[src/rtl/sr_ctrl_pkg.sv]
// Shared types and constants for the SR flip-flop bank controller.
package sr_ctrl_pkg;

    typedef enum logic [2:0] {
        IDLE,
        SETUP,
        PULSE,
        HOLD,
        CHECK
    } state_t;

    localparam logic OP_SET = 1'b1;
    localparam logic OP_CLR = 1'b0;

    // Counter only has to reach PULSE_CYC-1, so a 1-cycle pulse still gets a 1-bit counter.
    function automatic int pulse_cnt_w(input int pulse_cyc);
        return (pulse_cyc > 1) ? $clog2(pulse_cyc) : 1;
    endfunction

endpackage

[src/rtl/rr_arbiter.sv]
// Combinational round-robin arbiter: first request at or after the pointer wins.
module rr_arbiter #(
    parameter  int NREQ  = 4,
    localparam int PTR_W = (NREQ > 1) ? $clog2(NREQ) : 1
) (
    input  logic [NREQ-1:0]  i_req,
    input  logic [PTR_W-1:0] i_ptr,
    output logic [NREQ-1:0]  o_gnt,
    output logic             o_valid
);

    logic [PTR_W-1:0] w_pos;

    always_comb begin
        o_gnt   = '0;
        o_valid = 1'b0;
        w_pos   = '0;
        for (int off = 0; off < NREQ; off++) begin
            w_pos = PTR_W'((int'(i_ptr) + off) % NREQ);
            if (!o_valid && i_req[w_pos]) begin
                o_gnt[w_pos] = 1'b1;
                o_valid      = 1'b1;
            end
        end
    end

endmodule

[src/rtl/sr_bank_ctrl.sv]
// Arbitrates set/clear requests onto a bank of gated SR flip-flops and
// sequences setup, gate pulse, hold and readback check for each one.
module sr_bank_ctrl
    import sr_ctrl_pkg::*;
#(
    parameter  int NREQ      = 4,
    parameter  int NLATCH    = 8,
    parameter  int PULSE_CYC = 2,
    localparam int IDX_W     = (NLATCH > 1) ? $clog2(NLATCH) : 1
) (
    input  logic                  clk,
    input  logic                  rst,
    input  logic [NREQ-1:0]       req,
    input  logic [NREQ-1:0]       req_op,
    input  logic [NREQ*IDX_W-1:0] req_idx,
    output logic [NREQ-1:0]       gnt,
    output logic [NREQ-1:0]       done,
    output logic                  done_err,
    output logic                  busy,
    output logic [NLATCH-1:0]     lat_s,
    output logic [NLATCH-1:0]     lat_r,
    output logic [NLATCH-1:0]     lat_en,
    input  logic [NLATCH-1:0]     lat_q
);

    localparam int PTR_W = (NREQ > 1) ? $clog2(NREQ) : 1;
    localparam int CNT_W = pulse_cnt_w(PULSE_CYC);

    generate
        if (PULSE_CYC < 1) begin : g_bad_pulse
            $error("sr_bank_ctrl: PULSE_CYC must be at least 1");
        end
    endgenerate

    // Out-of-range indices decode to no latch at all.
    function automatic logic [NLATCH-1:0] idxMask(input logic [IDX_W-1:0] idx);
        return (int'(idx) < NLATCH) ? (NLATCH'(1) << idx) : '0;
    endfunction

    state_t             r_state, w_state_nxt;
    logic [CNT_W-1:0]   r_cnt, w_cnt_nxt;
    logic [PTR_W-1:0]   r_ptr, w_ptr_nxt;
    logic               r_op, w_op_nxt;
    logic [IDX_W-1:0]   r_idx, w_idx_nxt;
    logic [NREQ-1:0]    r_owner, w_owner_nxt;

    logic [NREQ-1:0]    w_gnt_nxt, w_done_nxt;
    logic               w_err_nxt, w_busy_nxt;
    logic [NLATCH-1:0]  w_s_nxt, w_r_nxt, w_en_nxt;

    logic [NREQ-1:0]    w_arb_gnt;
    logic               w_arb_valid;
    logic [PTR_W-1:0]   w_win;
    logic               w_win_op;
    logic [IDX_W-1:0]   w_win_idx;
    logic [NLATCH-1:0]  w_win_mask, w_cur_mask, w_q_shift;
    logic               w_in_range;

    rr_arbiter #(
        .NREQ (NREQ)
    ) u_arb (
        .i_req   (req),
        .i_ptr   (r_ptr),
        .o_gnt   (w_arb_gnt),
        .o_valid (w_arb_valid)
    );

    always_comb begin
        w_win     = '0;
        w_win_op  = 1'b0;
        w_win_idx = '0;
        for (int i = 0; i < NREQ; i++) begin
            if (w_arb_gnt[i]) begin
                w_win     = PTR_W'(i);
                w_win_op  = req_op[i];
                w_win_idx = req_idx[i*IDX_W +: IDX_W];
            end
        end
        w_win_mask = idxMask(w_win_idx);
        w_cur_mask = idxMask(r_idx);
        w_in_range = (int'(r_idx) < NLATCH);
        w_q_shift  = lat_q >> r_idx;
    end

    always_comb begin
        w_state_nxt = r_state;
        w_cnt_nxt   = r_cnt;
        w_ptr_nxt   = r_ptr;
        w_op_nxt    = r_op;
        w_idx_nxt   = r_idx;
        w_owner_nxt = r_owner;
        w_gnt_nxt   = '0;
        w_done_nxt  = '0;
        w_err_nxt   = 1'b0;
        w_s_nxt     = lat_s;
        w_r_nxt     = lat_r;
        w_en_nxt    = '0;
        unique case (r_state)
            IDLE: begin
                if (w_arb_valid) begin
                    w_state_nxt = SETUP;
                    w_gnt_nxt   = w_arb_gnt;
                    w_owner_nxt = w_arb_gnt;
                    w_op_nxt    = w_win_op;
                    w_idx_nxt   = w_win_idx;
                    w_ptr_nxt   = (int'(w_win) == NREQ - 1) ? '0 : w_win + 1'b1;
                    w_s_nxt     = (w_win_op == OP_SET) ? w_win_mask : '0;
                    w_r_nxt     = (w_win_op == OP_CLR) ? w_win_mask : '0;
                end
            end
            SETUP: begin
                w_state_nxt = PULSE;
                w_cnt_nxt   = CNT_W'(PULSE_CYC - 1);
                w_en_nxt    = w_cur_mask;
            end
            PULSE: begin
                if (r_cnt == '0) begin
                    w_state_nxt = HOLD;
                end else begin
                    w_cnt_nxt = r_cnt - 1'b1;
                    w_en_nxt  = w_cur_mask;
                end
            end
            HOLD: begin
                w_state_nxt = CHECK;
                w_s_nxt     = '0;
                w_r_nxt     = '0;
                w_done_nxt  = r_owner;
                w_err_nxt   = !w_in_range || (w_q_shift[0] != r_op);
            end
            CHECK: begin
                w_state_nxt = IDLE;
            end
            default: begin
                w_state_nxt = IDLE;
                w_s_nxt     = '0;
                w_r_nxt     = '0;
            end
        endcase
        w_busy_nxt = (w_state_nxt != IDLE);
    end

    always_ff @(posedge clk) begin
        if (rst) begin
            r_state  <= IDLE;
            r_cnt    <= '0;
            r_ptr    <= '0;
            r_op     <= 1'b0;
            r_idx    <= '0;
            r_owner  <= '0;
            gnt      <= '0;
            done     <= '0;
            done_err <= 1'b0;
            busy     <= 1'b0;
            lat_s    <= '0;
            lat_r    <= '0;
            lat_en   <= '0;
        end else begin
            r_state  <= w_state_nxt;
            r_cnt    <= w_cnt_nxt;
            r_ptr    <= w_ptr_nxt;
            r_op     <= w_op_nxt;
            r_idx    <= w_idx_nxt;
            r_owner  <= w_owner_nxt;
            gnt      <= w_gnt_nxt;
            done     <= w_done_nxt;
            done_err <= w_err_nxt;
            busy     <= w_busy_nxt;
            lat_s    <= w_s_nxt;
            lat_r    <= w_r_nxt;
            lat_en   <= w_en_nxt;
        end
    end

endmodule

[config.mk]
export PLATFORM = sky130hd
export DESIGN_NAME = sr_bank_ctrl
export DESIGN_NICKNAME = d
export VERILOG_FILES = /design/src/rtl/sr_ctrl_pkg.sv /design/src/rtl/rr_arbiter.sv /design/src/rtl/sr_bank_ctrl.sv
export SDC_FILE = /design/constraint.sdc
export NUM_CORES = 1
export LEC_CHECK = 0
export ABC_AREA = 1
export ABC_CLOCK_PERIOD_IN_PS = 2360
export CORE_MARGIN = 5
export CORE_UTILIZATION = 43
export DETAILED_ROUTE_END_ITERATION = 12
export GPL_ROUTABILITY_DRIVEN = 0
export MAX_ROUTING_LAYER = met4
export PLACE_DENSITY_LB_ADDON = 0.1
export RECOVER_POWER = 25
export SETUP_SLACK_MARGIN = 0.15
export SLEW_MARGIN = 20
export SYNTH_ARGS = -nofsm -noshare
export SYNTH_HDL_FRONTEND = slang
export SYNTH_SLANG_ARGS = --single-unit
[constraint.sdc]
create_clock -name clk -period 2.36 [get_ports clk]
set_input_delay 0.236 -clock clk [delete_from_list [all_inputs] [get_ports clk]]
set_output_delay 0.236 -clock clk [all_outputs]
set_load 0.05 [all_outputs]
* After elaboration in Yosys (flattened, before gate mapping)
Index checks and enable logic that the tools add are counted.
** Word-level totals
- Flip-flop bits (word level) :: 48
- Input bits :: 30
** Cells by class
- Bitwise gates (word level) :: 7
- $lt $le $gt $ge :: 8
- Mux-type cells :: 49
- Add/sub/neg operators :: 5
- Equality and inequality tests :: 7
- Shift operators :: 3
- Reduce and logical (&&, ||, !) cells :: 18
** Operator list (count)
- 8-bit case mux with 2 select lines :: 3
- 8-bit 2-to-1 mux :: 5
- 1-bit 2-to-1 mux :: 18
- 3-bit 2-to-1 mux :: 6
- 4-bit 2-to-1 mux :: 4
- 1-bit by 3-bit left shift with 8-bit output (first input constant) :: 2
- 2-bit by 3-bit less-than comparator with 1-bit output (second input constant) :: 4
- 4-bit OR :: 3
- 3-bit case mux with 4 select lines :: 1
- 1-bit binary-select mux with 2-bit select :: 4
- 1-bit demux with 2-bit select :: 4
- 2-bit by 1-bit greater-or-equal comparator with 1-bit output (second input constant) :: 4
- 8-bit by 3-bit right shift with 1-bit output :: 1
- 1-bit logical AND :: 7
- 3-bit by 2-bit equality test with 1-bit output (second input constant) :: 2
- 2-bit 2-to-1 mux :: 3
- 3-bit OR reduction :: 2
- 2-bit by 1-bit adder with 2-bit output (second input constant) :: 2
- 2-bit adder (second input constant) :: 2
- 1-bit inverter :: 4
- 2-bit AND reduction :: 2
- 3-bit by 1-bit equality test with 1-bit output (second input constant) :: 1
- 3-bit equality test (second input constant) :: 1
- 1-bit zero test :: 3
- other kinds (9) :: 9

* Longest topological paths before layout
- Depth after elaboration :: 20
- Depth in mapped cells :: 18

* Modules after synthesis
From an unflattened synthesis, not the netlist that was laid out.
** Second synthesis, totals
- Cell total of the unflattened synthesis :: 317
- Area total of the unflattened synthesis :: 2316.0 um^2
** By module, submodules not included
- sr_bank_ctrl :: area each 1896.8 um^2, cells an instance 241, times used 1
- rr_arbiter :: area each 419.2 um^2, cells an instance 76, times used 1

* Least setup slack after synthesis
No wires, ideal clock.
- Path type :: register to register
- Start :: register r_ptr[0]
- End :: register lat_s[0]
- Cell stages (with the launch flop) :: 18
- Path slack :: -0.018 ns
- Setup time :: 0.128 ns
- Arrival :: 2.250 ns
- Buffers on the path :: 0
- Required time :: 2.232 ns
- Clock period less this slack :: 2.378 ns
- Path through :: dfxtp_1 inv_2 ha_1 inv_1 nand3_1 nand2_1 nand2_4 nor2_8 nand3_2 nand2_4 inv_2 or2_1 nand2_2 nor2_8 inv_2 nor2_1 nor2_1 nor2_1
** On the way
- Longest elaborated chain between the ends :: 20
- Elaborated cells between the ends (all ways) :: 62
- Classes of those cells :: add/sub (3); order compare (8); eq/ne (1); shift (1); mux (35); bitwise (3); reduce/logical (11)
** Ends and longest elaborated chain
- start, declared :: line sr_bank_ctrl.sv:42 : logic [PTR_W-1:0] r_ptr, w_ptr_nxt;
- start signal, assigned :: line sr_bank_ctrl.sv:161 : r_ptr <= w_ptr_nxt;
- branches (longest 20 deep; another with 2-bit by 3-bit less-than comparator with 1-bit output)
- end signal, assigned :: line sr_bank_ctrl.sv:169 : lat_s <= w_s_nxt;
- end, declared :: line sr_bank_ctrl.sv:20 : output logic [NLATCH-1:0] lat_s,
Several ways; the timed one is not identified. The select of a mux whose other input is x is not followed.
A chain may end at the register's enable or synchronous reset.

* Final worst setup path
- Start :: register r_ptr[0]
- End :: register lat_r[4]
** On the way
- Longest elaborated chain between the ends :: 20
- Elaborated cells between the ends (all ways) :: 62
- Classes of those cells :: add/sub (3); order compare (8); eq/ne (1); shift (1); mux (35); bitwise (3); reduce/logical (11)
** Ends and longest elaborated chain
- branches (longest 20 deep; another with 2-bit by 3-bit less-than comparator with 1-bit output)
- end signal, assigned :: line sr_bank_ctrl.sv:170 : lat_r <= w_r_nxt;
- end, declared :: line sr_bank_ctrl.sv:21 : output logic [NLATCH-1:0] lat_r,
Several ways; the timed one is not identified. The select of a mux whose other input is x is not followed.

==> qor_table.md <==
| Group | Item | This run |
|---|---|---|
| finish | Nets@finish | 442 |
| global route | Total routing usage reported by global routing | 16.9% |
| sta | Number of hold violations in the final report | 0 |
| synth | Cell with the most instances after synthesis | nand2_1 |
| routing | First DRT Iteration DRCs | 108 |
| floorplanning | Io pins | 64 |
| synth | Synthesized flop and latch total | 48 |
| sta | RSZ-0062 raised after global routing | true |
| finish | Antenna diode instance count | 0 |
| sta | Fmax | 425 MHz |
| synth | Nets in the synthesized netlist | 351 |
| placed design | HPWL after detailed placement | 4.36 mm |
| clocking | TritonCTS clock tree | built |
| setup path | Category of the critical setup timing path | flip-flop to flip-flop |
| hold path | Worst hold-check path type | flip-flop to flip-flop |
| finish | Final design area excluding fillers | 3730 um2 |
| routing | DRC errors left | 0 |
| sta | Tmin final | 2.35 ns |
| synth | Synthesis warning total | 0 |
| outcome | Outcome | completed |
| synth | Dominant cells by area after synthesis | dfxtp_1 (41%), nand2_1 (11%), nand3_1 (7.9%) |
| sta | Final count of negative-setup-slack endpoints | 0 |
| synth | Post-synthesis cell type with the largest combined area | dfxtp_1 |
| setup path | Setup slack of the worst register-to-register path | 0.01 ns |
| setup path | Kind of start point of the critical path | flip-flop |
| setup path | Destination of the worst register-to-register timing path | lat_r[4] |
| clocking | Clock transition at the registers of the reported paths | 0.09 ns |
| setup path | Maximum fanout count along the critical path | 7 |
| finish | Area delta synth->final | 59.2% |
| floorplanning | Die Ht | 83.8 um |
| clocking | Clock Root Buffer | clkbuf_8 |
| floorplanning | Die Area | 7030 um2 |
| placed design | Placed Instance Area | 3160 um2 |
| floorplanning | Area of the core | 5200 um2 |
| setup path | Logic depth of the worst register-to-register path | 15 |
| hold path | Hold depth | 2 |
| synth | Mapped cell area | 2340 um2 |
| global route | Vias in the first global route | 2,120 |
| clocking | Total CTS buffers | 5 |
| synth | Post-synth top area share | 41.0% |
| global route | Number of antenna violations at the first check in global routing | 0 |
| sta | Slew margin rel. | 65.9% |
| clocking | CTS sink count | 48 |
| hold path | Worst Hold End | done[1] |
| synth | Count of mapped cells out of synthesis | 315 |
| routing | Antenna violation net count after detailed routing | 0 |
| synth | Leading post-synthesis cells by instance count | nand2_1 (67), dfxtp_1 (48), nor2_1 (41), nand3_1 (37), a21oi_1 (25) |
| job | Reported max-cap violation count | 0 |
| floorplanning | Initial core utilization | 45.0% |
| clocking | Hold-fix buffers at CTS | 0 |
| routing | WL per Instance | 13.3 um |
| finish | Share of cells above drive strength 1 | 30.5% |
| setup path | Reg2Reg Launch Point | r_ptr[0] |
| global route | Maximum number of pins on one net before global-route repair | 24 |
| setup path | Data arrival time of the worst path | 2.59 ns |
| sta | Share of the clock period used by the worst path after layout | 99.6% |
| setup path | Worst setup path startpoint | r_ptr[0] |
| routing | Wire length after detailed routing | 6.33 mm |
| setup path | Worst EP required | 2.60 ns |
| sta | Pin slew with the least headroom to its limit | 0.510 ns |
| routing | First-pass iteration count of the detailed router | 4 |
| synth | Number of synthesized flops with an enable pin | 0 |
| floorplanning | Die Width | 83.8 um |
| sta | Worst setup skew after layout | 0.00706 ns |
| global route | Wire length of the first global-routing pass | 9.58 mm |
| routing | Post-detailed-route via-to-cell ratio | 4.92 |
| synth | Count of cell types in the netlist | 28 |
| floorplanning | # rows | 26 |
| synth | Fraction of the yosys area taken by sequential cells | 41.0% |
| hold path | Hold Crit Start | r_owner[1] |
| clocking | Largest buffer count on any clock path | 2 |
| synth | Synthesized area per cell | 7.44 um2 |
| routing | Total number of vias | 2,346 |
| clocking | Clk_lat worst skew | 0.30 ns |
| clocking | H-tree Lvls | 2 |
| synth | FFs w/ async S/R, synth | 0% |
| placed design | IO Port Bufs | 63 |
| synth | Main synth FF type | dfxtp_1 |
| setup path | CP endpoint kind | flip-flop |
| sta | Final slew viol count | 0 |
| global route | Congestion Overflow GR | 0 |
-- critical path, cell delays in order, from the launching register on --
cell	delay, ns
dfxtp_4	0.37
inv_4	0.04
ha_4	0.29
inv_4	0.05
nand2_1	0.08
nand2_2	0.09
nand3_1	0.11
nand2_1	0.09
nor2_2	0.23
a21boi_1	0.11
nand2_2	0.09
nand3_4	0.10
a21oi_4	0.30
buf_6	0.15
nand2_2	0.05
a21oi_2	0.12
-- placed cells by master, fill, tap and decap left out, drive strengths merged, types with 5 or more instances in the layout --
| cell | instances |
|---|---|
| ha | 6 |
| inv | 33 |
| nand2 | 79 |
| dfxtp | 48 |
| clkdlybuf4s50 | 60 |
| buf | 26 |
| o21ai | 5 |
| clkbuf | 6 |
| a21oi | 26 |
| nand3 | 42 |
| nor2 | 50 |
-- worst max path at each step --
stage	to	slack, ns	cells after the start
finish	lat_r[4]	0.01	15
global route	lat_s[1]	-0.10	16
CTS	lat_r[3]	0.12	14
detailed placement	lat_r[7]	-0.11	15
global placement	lat_r[7]	-0.04	15
floorplan	lat_r[7]	0.23	15
-- registers in the layout, summed over array words and instances, names as in the netlist --
signal / flops
lat_s: 8
r_owner: 4
r_op: 1
done_err: 1
gnt: 4
r_state: 3
busy: 1
done: 4
r_idx: 3
r_ptr: 2
lat_en: 8
lat_r: 8
r_cnt: 1
-- metrics by stage --
stage	setup TNS, ns	instances	worst slack [ns]	util (%)	hold WS, ns
2_1_floorplan	0	315	0.227	-	0.433
3_3_place_gp	-0.170	455	-0.0434	60.7	0.443
3_5_place_dp	-0.967	455	-0.110	60.7	0.445
4_1_cts	0	469	0.115	65.1	0.458
5_1_grt	-0.757	477	-0.100	71.7	0.472
6_report	0	477	0.00963	71.7	0.455
-- routing by layer --
metal	share of wire [%]	vias to the layer above	track usage, %	wire (um)
met2	49	65	26.8	3110
met1	46	1068	22.3	2880
met4	0.17	0	2.92	11
li1	-	1211	-	-
met5	0	-	-	0
met3	5.1	2	4.05	321
-- timing repair --
action                     4_1_cts  5_1_grt
gates resized for setup         23       63
pin swaps                       17       27
setup buffers                    6        8
cloned                           0        0
setup endpoints to repair       16       21
-- kinds of logic (layout without fill, tap and decap cells) --
kind of cell	Yosys count	after routing	share of synthesized area, %
compound gates	46	46	11.6
fa+ha+maj	6	6	3.20
flops	48	48	41.0
simple gates	177	177	38.2
buf+inv	38	130	6.08
-- layout make-up --
class,count,area (um2)
tap,70,87.6
clock buffer,6,82.6
fill,411,1470
timing repair buffer,89,845
clock inverter,2,13.8
sequential,48,966
inverter,33,139
multi-input combinational,229,1600
Power is not shown: default switching activity piles up to over one toggle a cycle in this logic, so the estimate is an artifact.
